[config.mk]
export PLATFORM = sky130hd
export DESIGN_NAME = input_setup
export DESIGN_NICKNAME = d
export VERILOG_FILES = /design/src/rtl/input_setup.sv
export SDC_FILE = /design/constraint.sdc
export NUM_CORES = 1
export LEC_CHECK = 0
export ABC_AREA = 0
export ABC_CLOCK_PERIOD_IN_PS = 5600
export BUFFER_PORTS_ARGS = -buffer_cell sky130_fd_sc_hd__buf_2
export CAP_MARGIN = 20
export CORE_AREA = 2 2 209 129
export DETAILED_ROUTE_END_ITERATION = 8
export DIE_AREA = 0 0 211 131
export PLACE_DENSITY_LB_ADDON = 0.25
export SLEW_MARGIN = 20
export SYNTH_ARGS = -nofsm -noshare
export SYNTH_HDL_FRONTEND = slang
export SYNTH_SLANG_ARGS = --single-unit
[constraint.sdc]
create_clock -name clk -period 5.6 [get_ports clk]
set_input_delay 0.84 -clock clk [delete_from_list [all_inputs] [get_ports clk]]
set_output_delay 0.84 -clock clk [all_outputs]
set_load 0.05 [all_outputs]
[src/rtl/input_setup.sv]
// Skews a 2x2 activation tile diagonally into the systolic array rows.
// Optional INPUT_SETUP_TRANSPOSE_EN swaps x01/x10 at capture.
module input_setup #(
  parameter int DATA_W = 32
) (
  input  logic              clk,
  input  logic              reset,
  input  logic              load,
  input  logic [DATA_W-1:0] in_00,
  input  logic [DATA_W-1:0] in_01,
  input  logic [DATA_W-1:0] in_10,
  input  logic [DATA_W-1:0] in_11,
  output logic              ready,
  output logic [DATA_W-1:0] row0_out,
  output logic              row0_valid,
  output logic [DATA_W-1:0] row1_out,
  output logic              row1_valid,
  output logic              busy,
  output logic              tile_done,
  output logic              overflow
);

  typedef enum logic [1:0] {
    IDLE,
    S1,
    S2,
    S3
  } state_t;

  state_t state_q, state_d;

  logic [DATA_W-1:0] cap_00, cap_01, cap_10, cap_11;
  logic [DATA_W-1:0] act_00_q, act_01_q, act_10_q, act_11_q;
  logic [DATA_W-1:0] act_00_d, act_01_d, act_10_d, act_11_d;
  logic [DATA_W-1:0] pnd_00_q, pnd_01_q, pnd_10_q, pnd_11_q;
  logic [DATA_W-1:0] pnd_00_d, pnd_01_d, pnd_10_d, pnd_11_d;
  logic              pend_v_q, pend_v_d;
  logic [DATA_W-1:0] r0_q, r0_d, r1_q, r1_d;
  logic              v0_q, v0_d, v1_q, v1_d;
  logic              done_q, done_d;
  logic              ovf_q, ovf_d;

  assign cap_00 = in_00;
  assign cap_11 = in_11;
`ifdef INPUT_SETUP_TRANSPOSE_EN
  assign cap_01 = in_10;
  assign cap_10 = in_01;
`else
  assign cap_01 = in_01;
  assign cap_10 = in_10;
`endif

  always_comb begin
    state_d  = state_q;
    act_00_d = act_00_q;
    act_01_d = act_01_q;
    act_10_d = act_10_q;
    act_11_d = act_11_q;
    pnd_00_d = pnd_00_q;
    pnd_01_d = pnd_01_q;
    pnd_10_d = pnd_10_q;
    pnd_11_d = pnd_11_q;
    pend_v_d = pend_v_q;
    r0_d     = '0;
    v0_d     = 1'b0;
    r1_d     = '0;
    v1_d     = 1'b0;
    done_d   = 1'b0;
    ovf_d    = ovf_q;

    // Mid-stream loads fill the pending slot or are dropped.
    if (load && (state_q == S1 || state_q == S2)) begin
      if (!pend_v_q) begin
        pnd_00_d = cap_00;
        pnd_01_d = cap_01;
        pnd_10_d = cap_10;
        pnd_11_d = cap_11;
        pend_v_d = 1'b1;
      end else begin
        ovf_d = 1'b1;
      end
    end

    unique case (state_q)
      IDLE: begin
        if (load) begin
          act_00_d = cap_00;
          act_01_d = cap_01;
          act_10_d = cap_10;
          act_11_d = cap_11;
          r0_d     = cap_00;
          v0_d     = 1'b1;
          state_d  = S1;
        end
      end
      S1: begin
        r0_d    = act_01_q;
        v0_d    = 1'b1;
        r1_d    = act_10_q;
        v1_d    = 1'b1;
        state_d = S2;
      end
      S2: begin
        r1_d    = act_11_q;
        v1_d    = 1'b1;
        done_d  = 1'b1;
        state_d = S3;
      end
      S3: begin
        if (pend_v_q) begin
          act_00_d = pnd_00_q;
          act_01_d = pnd_01_q;
          act_10_d = pnd_10_q;
          act_11_d = pnd_11_q;
          r0_d     = pnd_00_q;
          v0_d     = 1'b1;
          state_d  = S1;
          pend_v_d = load;
          if (load) begin
            pnd_00_d = cap_00;
            pnd_01_d = cap_01;
            pnd_10_d = cap_10;
            pnd_11_d = cap_11;
          end
        end else if (load) begin
          act_00_d = cap_00;
          act_01_d = cap_01;
          act_10_d = cap_10;
          act_11_d = cap_11;
          r0_d     = cap_00;
          v0_d     = 1'b1;
          state_d  = S1;
        end else begin
          state_d = IDLE;
        end
      end
      default: state_d = IDLE;
    endcase
  end

  always_ff @(posedge clk) begin
    if (reset) begin
      state_q  <= IDLE;
      act_00_q <= '0;
      act_01_q <= '0;
      act_10_q <= '0;
      act_11_q <= '0;
      pnd_00_q <= '0;
      pnd_01_q <= '0;
      pnd_10_q <= '0;
      pnd_11_q <= '0;
      pend_v_q <= 1'b0;
      r0_q     <= '0;
      v0_q     <= 1'b0;
      r1_q     <= '0;
      v1_q     <= 1'b0;
      done_q   <= 1'b0;
      ovf_q    <= 1'b0;
    end else begin
      state_q  <= state_d;
      act_00_q <= act_00_d;
      act_01_q <= act_01_d;
      act_10_q <= act_10_d;
      act_11_q <= act_11_d;
      pnd_00_q <= pnd_00_d;
      pnd_01_q <= pnd_01_d;
      pnd_10_q <= pnd_10_d;
      pnd_11_q <= pnd_11_d;
      pend_v_q <= pend_v_d;
      r0_q     <= r0_d;
      v0_q     <= v0_d;
      r1_q     <= r1_d;
      v1_q     <= v1_d;
      done_q   <= done_d;
      ovf_q    <= ovf_d;
    end
  end

  assign ready      = !pend_v_q;
  assign busy       = (state_q != IDLE);
  assign row0_out   = r0_q;
  assign row0_valid = v0_q;
  assign row1_out   = r1_q;
  assign row1_valid = v1_q;
  assign tile_done  = done_q;
  assign overflow   = ovf_q;

endmodule

==> impl_metrics.csv <==
group,metric,value,unit
clocking,cts_inserted_buffers,28,
placed_design,place_inst,1778,
timing,slew_viol_final,0,
route,dr.pass1.iters,5,
synthesis,synth_seq_cells,295,
clocking,clkSinkCount,295,
placed_design,place_area,14700,um2
critical_path,critPathSlowestCell,"buf_4",
critical_path,r2r_slack,2.78,ns
synthesis,synth_top_area_cell,"dfxtp_1",
synthesis,synth_top_area_share,42.5,%
synthesis,synthesis.nets,1502,
finish,fin_nets,1608,
finish,area_delta_synth_final,12.7,%
placed_design,placement.io_buffers,200,
grt,busiest_layer,"met2",
clocking,htreeDepth,1,
critical_path,worstSetupPathType,"reg2reg",
floorplan,die_area,27600,um2
finish,fin_cells,1829,
timing,tightestPinTransition,0.995,ns
timing,grt_setup_unrepaired,"false",
grt,grt_start_max_net_pins,182,
route,routed_wirelength,33600,um
min_path,holdPathStages,2,
grt,grt_pass1_wl,53100,um
outcome,status,"complete, no violations",
clocking,post_cts_resized,0,
timing,period_needed,2.82,ns
route,antenna_left,0,
placed_design,place_congestion,0.774,
grt,use_met3,3.85,%
floorplan,dieHeight,131,um
power_and_ir_drop,vdd_drop_max,398,uV
route,vias,10500,
synthesis,ys_types,30,
route,drc,0,
grt,grt.overflow.total,0,
finish,layout-drive-gt1-share,21.0,%
route,post_drt_wl_per_cell,18.3,um
critical_path,path_cells,"inv_1 -> ha_4 -> buf_16 -> nand2b_1 -> a21boi_4 -> buf_4 -> mux2i_1",
timing,setup_viol,0,
synthesis,netlist_area,13900,um2
critical_path,startpoint_type,"flop",
grt,first_global_vias,9993,
critical_path,cp_slowest_stage_delay,0.68,ns
clocking,cts_tree,"yes",
finish,stdcell_area,15700,um2
critical_path,reg2reg_depth,7,
critical_path,r2r_start,"state_q[0]$_SDFFE_PP0P_",
clocking,cts_hold_buf,0,
critical_path,end_kind,"flop",
clocking,cts_root_buf,"clkbuf_16",
critical_path,crit_family,"buffers and inverters",
synthesis,synth_cells,1367,
placed_design,place.detailed.hpwl,20200,um
synthesis,post_synth.cell_area_avg,10.2,um2
finish,nFillCells,2178,
floorplan,ioPinCount,201,
grt,grt_use_met1,33.9,%
power_and_ir_drop,p_leak,6.15,nW
timing,max_clock_freq,0.355,GHz
clocking,insertion_delay,0.55,ns
power_and_ir_drop,powerDensity,533,nW/um2
clocking,cts_buffer_depth,3,
grt,antenna_found_initial,0,
synthesis,ys_seq_area_share,42.5,%
min_path,hold_path.class,"reg2reg",
grt,track_usage,23.7,%
synthesis,yosysWarnings,0,
clocking,path_clk_slew,0.07,ns
finish,seqCellArea,5910,um2
flow_run,cap_violations,0,
critical_path,worstPathRequired,6.06,ns
timing,fin_worst_skew,0.0113,ns
timing,timing.final.crit_share,50.3,%
floorplan,initial_utilization,53.8,%
critical_path,cp.arrival,3.28,ns
floorplan,rows,46,
floorplan,fp.coreArea,25800,um2
timing,slew_headroom,33.7,%
floorplan,fp.dieW,211,um
grt,grtUsageMet2,38.0,%
critical_path,cp_max_fo,73,
timing,final.setup.tns,0,ns
route,avgViaCountPerCell,5.72,
route,drtIter0Drc,767,
synthesis,synth.area.top_cells,"dfxtp_1, mux2i_1, nand2b_1, a2111oi_2, nor2b_1",
finish,diodes,0,
finish,multi_input_area,7250,um2
timing,final_hold_viol_count,0,
clocking,post_cts_buffers,0,
critical_path,crit_buf_inv,3,
-- logic make-up (layout without fill, tap and decap cells) --
| family | Yosys count | in the layout | synth area share, % |
|---|---|---|---|
| fa+ha+maj | 4 | 4 | 0.360 |
| buf+inv | 146 | 272 | 5.58 |
| mux | 225 | 225 | 16.2 |
| compound gates | 234 | 234 | 15.4 |
| simple gates | 463 | 463 | 19.9 |
| flops | 295 | 295 | 42.5 |
-- per-layer routing --
| layer | part of all wire [%] | up-vias |
|---|---|---|
| met3 | 3.8 | 38 |
| met4 | 1.4 | 0 |
| li1 | - | 5090 |
| met1 | 50 | 5139 |
| met2 | 45 | 198 |
| met5 | 0 | - |
-- synthesized netlist by cell type --
cell         n
nor2b_1    100
or2_2        1
mux2i_1    225
a22o_1      32
a311oi_1     1
nand2_1      1
nand2_2      1
o21a_1       1
a31oi_1      1
buf_4       11
o211ai_1    32
nor3_1      96
a2111oi_0   45
clkbuf_4     2
nand2b_1   257
a21boi_1     1
dfxtp_1    295
and2_1       3
o21ai_0      3
buf_6       18
ha_1         4
buf_2       35
nor2_1       3
a2111oi_2   51
a22oi_1     32
a21o_1       1
clkbuf_1    74
nor2_2       1
inv_1        6
a21oi_1     34
-- per-stage QoR --
step | power (mW) | setup WS, ns | hold WS (ns) | util, %
2_1_floorplan | 5.86 | 3.65 | 0.448 | -
3_3_place_gp | 6.38 | 2.65 | 0.451 | 57.0
3_5_place_dp | 6.49 | 2.53 | 0.462 | 57.0
4_1_cts | 8.37 | 2.52 | 0.474 | 60.5
5_1_grt | 8.85 | 2.49 | 0.486 | 60.6
6_report | 8.34 | 2.78 | 0.473 | 60.6
-- cell type report --
cell class | count | area share [%]
multi-input combinational | 926 | 46.3
sequential | 295 | 37.7
tap | 336 | 2.68
clock buffer | 44 | 5.31
timing repair buffer | 216 | 7.47
clock inverter | 6 | 0.376
inverter | 6 | 0.144
-- worst min-delay path, delay by kind of cell (launching register included) --
kind	cells	cell delay [ns]
and+or+nand+nor	1	0.06
muxes	1	0.06
DFF	1	0.31
-- layout by cell type, fill, tap and decap left out, types with 32 or more instances in the layout --
cell	count
dfxtp_1	295
nand2b_1	257
mux2i_1	225
buf_2	198
nor2b_1	99
nor3_1	96
a2111oi_2	51
a2111oi_0	45
a21oi_1	34
o211ai_1	32
a22oi_1	32
a22o_1	32
-- where the power goes --
| part | switching [mW] | internal (mW) | total (mW) |
|---|---|---|---|
| registers | 0.372 | 2.71 | 3.09 |
| clock network | 0.814 | 1.06 | 1.88 |
| logic | 2.08 | 1.30 | 3.38 |
-- worst max-delay path by stage --
stage / start / to / slack (ns) / cells after the start
after floorplan: state_q[0]$_SDFFE_PP0P_ / busy / 3.65 / 4
after global placement: state_q[1]$_SDFFE_PP0P_ / flop / 2.65 / 6
after detailed placement: state_q[0]$_SDFFE_PP0P_ / act_10_q[15]$_SDFFE_PP0P_ / 2.53 / 5
after CTS: state_q[0]$_SDFFE_PP0P_ / act_10_q[15]$_SDFFE_PP0P_ / 2.52 / 5
after global routing: state_q[0]$_SDFFE_PP0P_ / act_10_q[15]$_SDFFE_PP0P_ / 2.49 / 6
final: state_q[0]$_SDFFE_PP0P_ / flop / 2.78 / 7
Power figures use the tool's default switching activity.
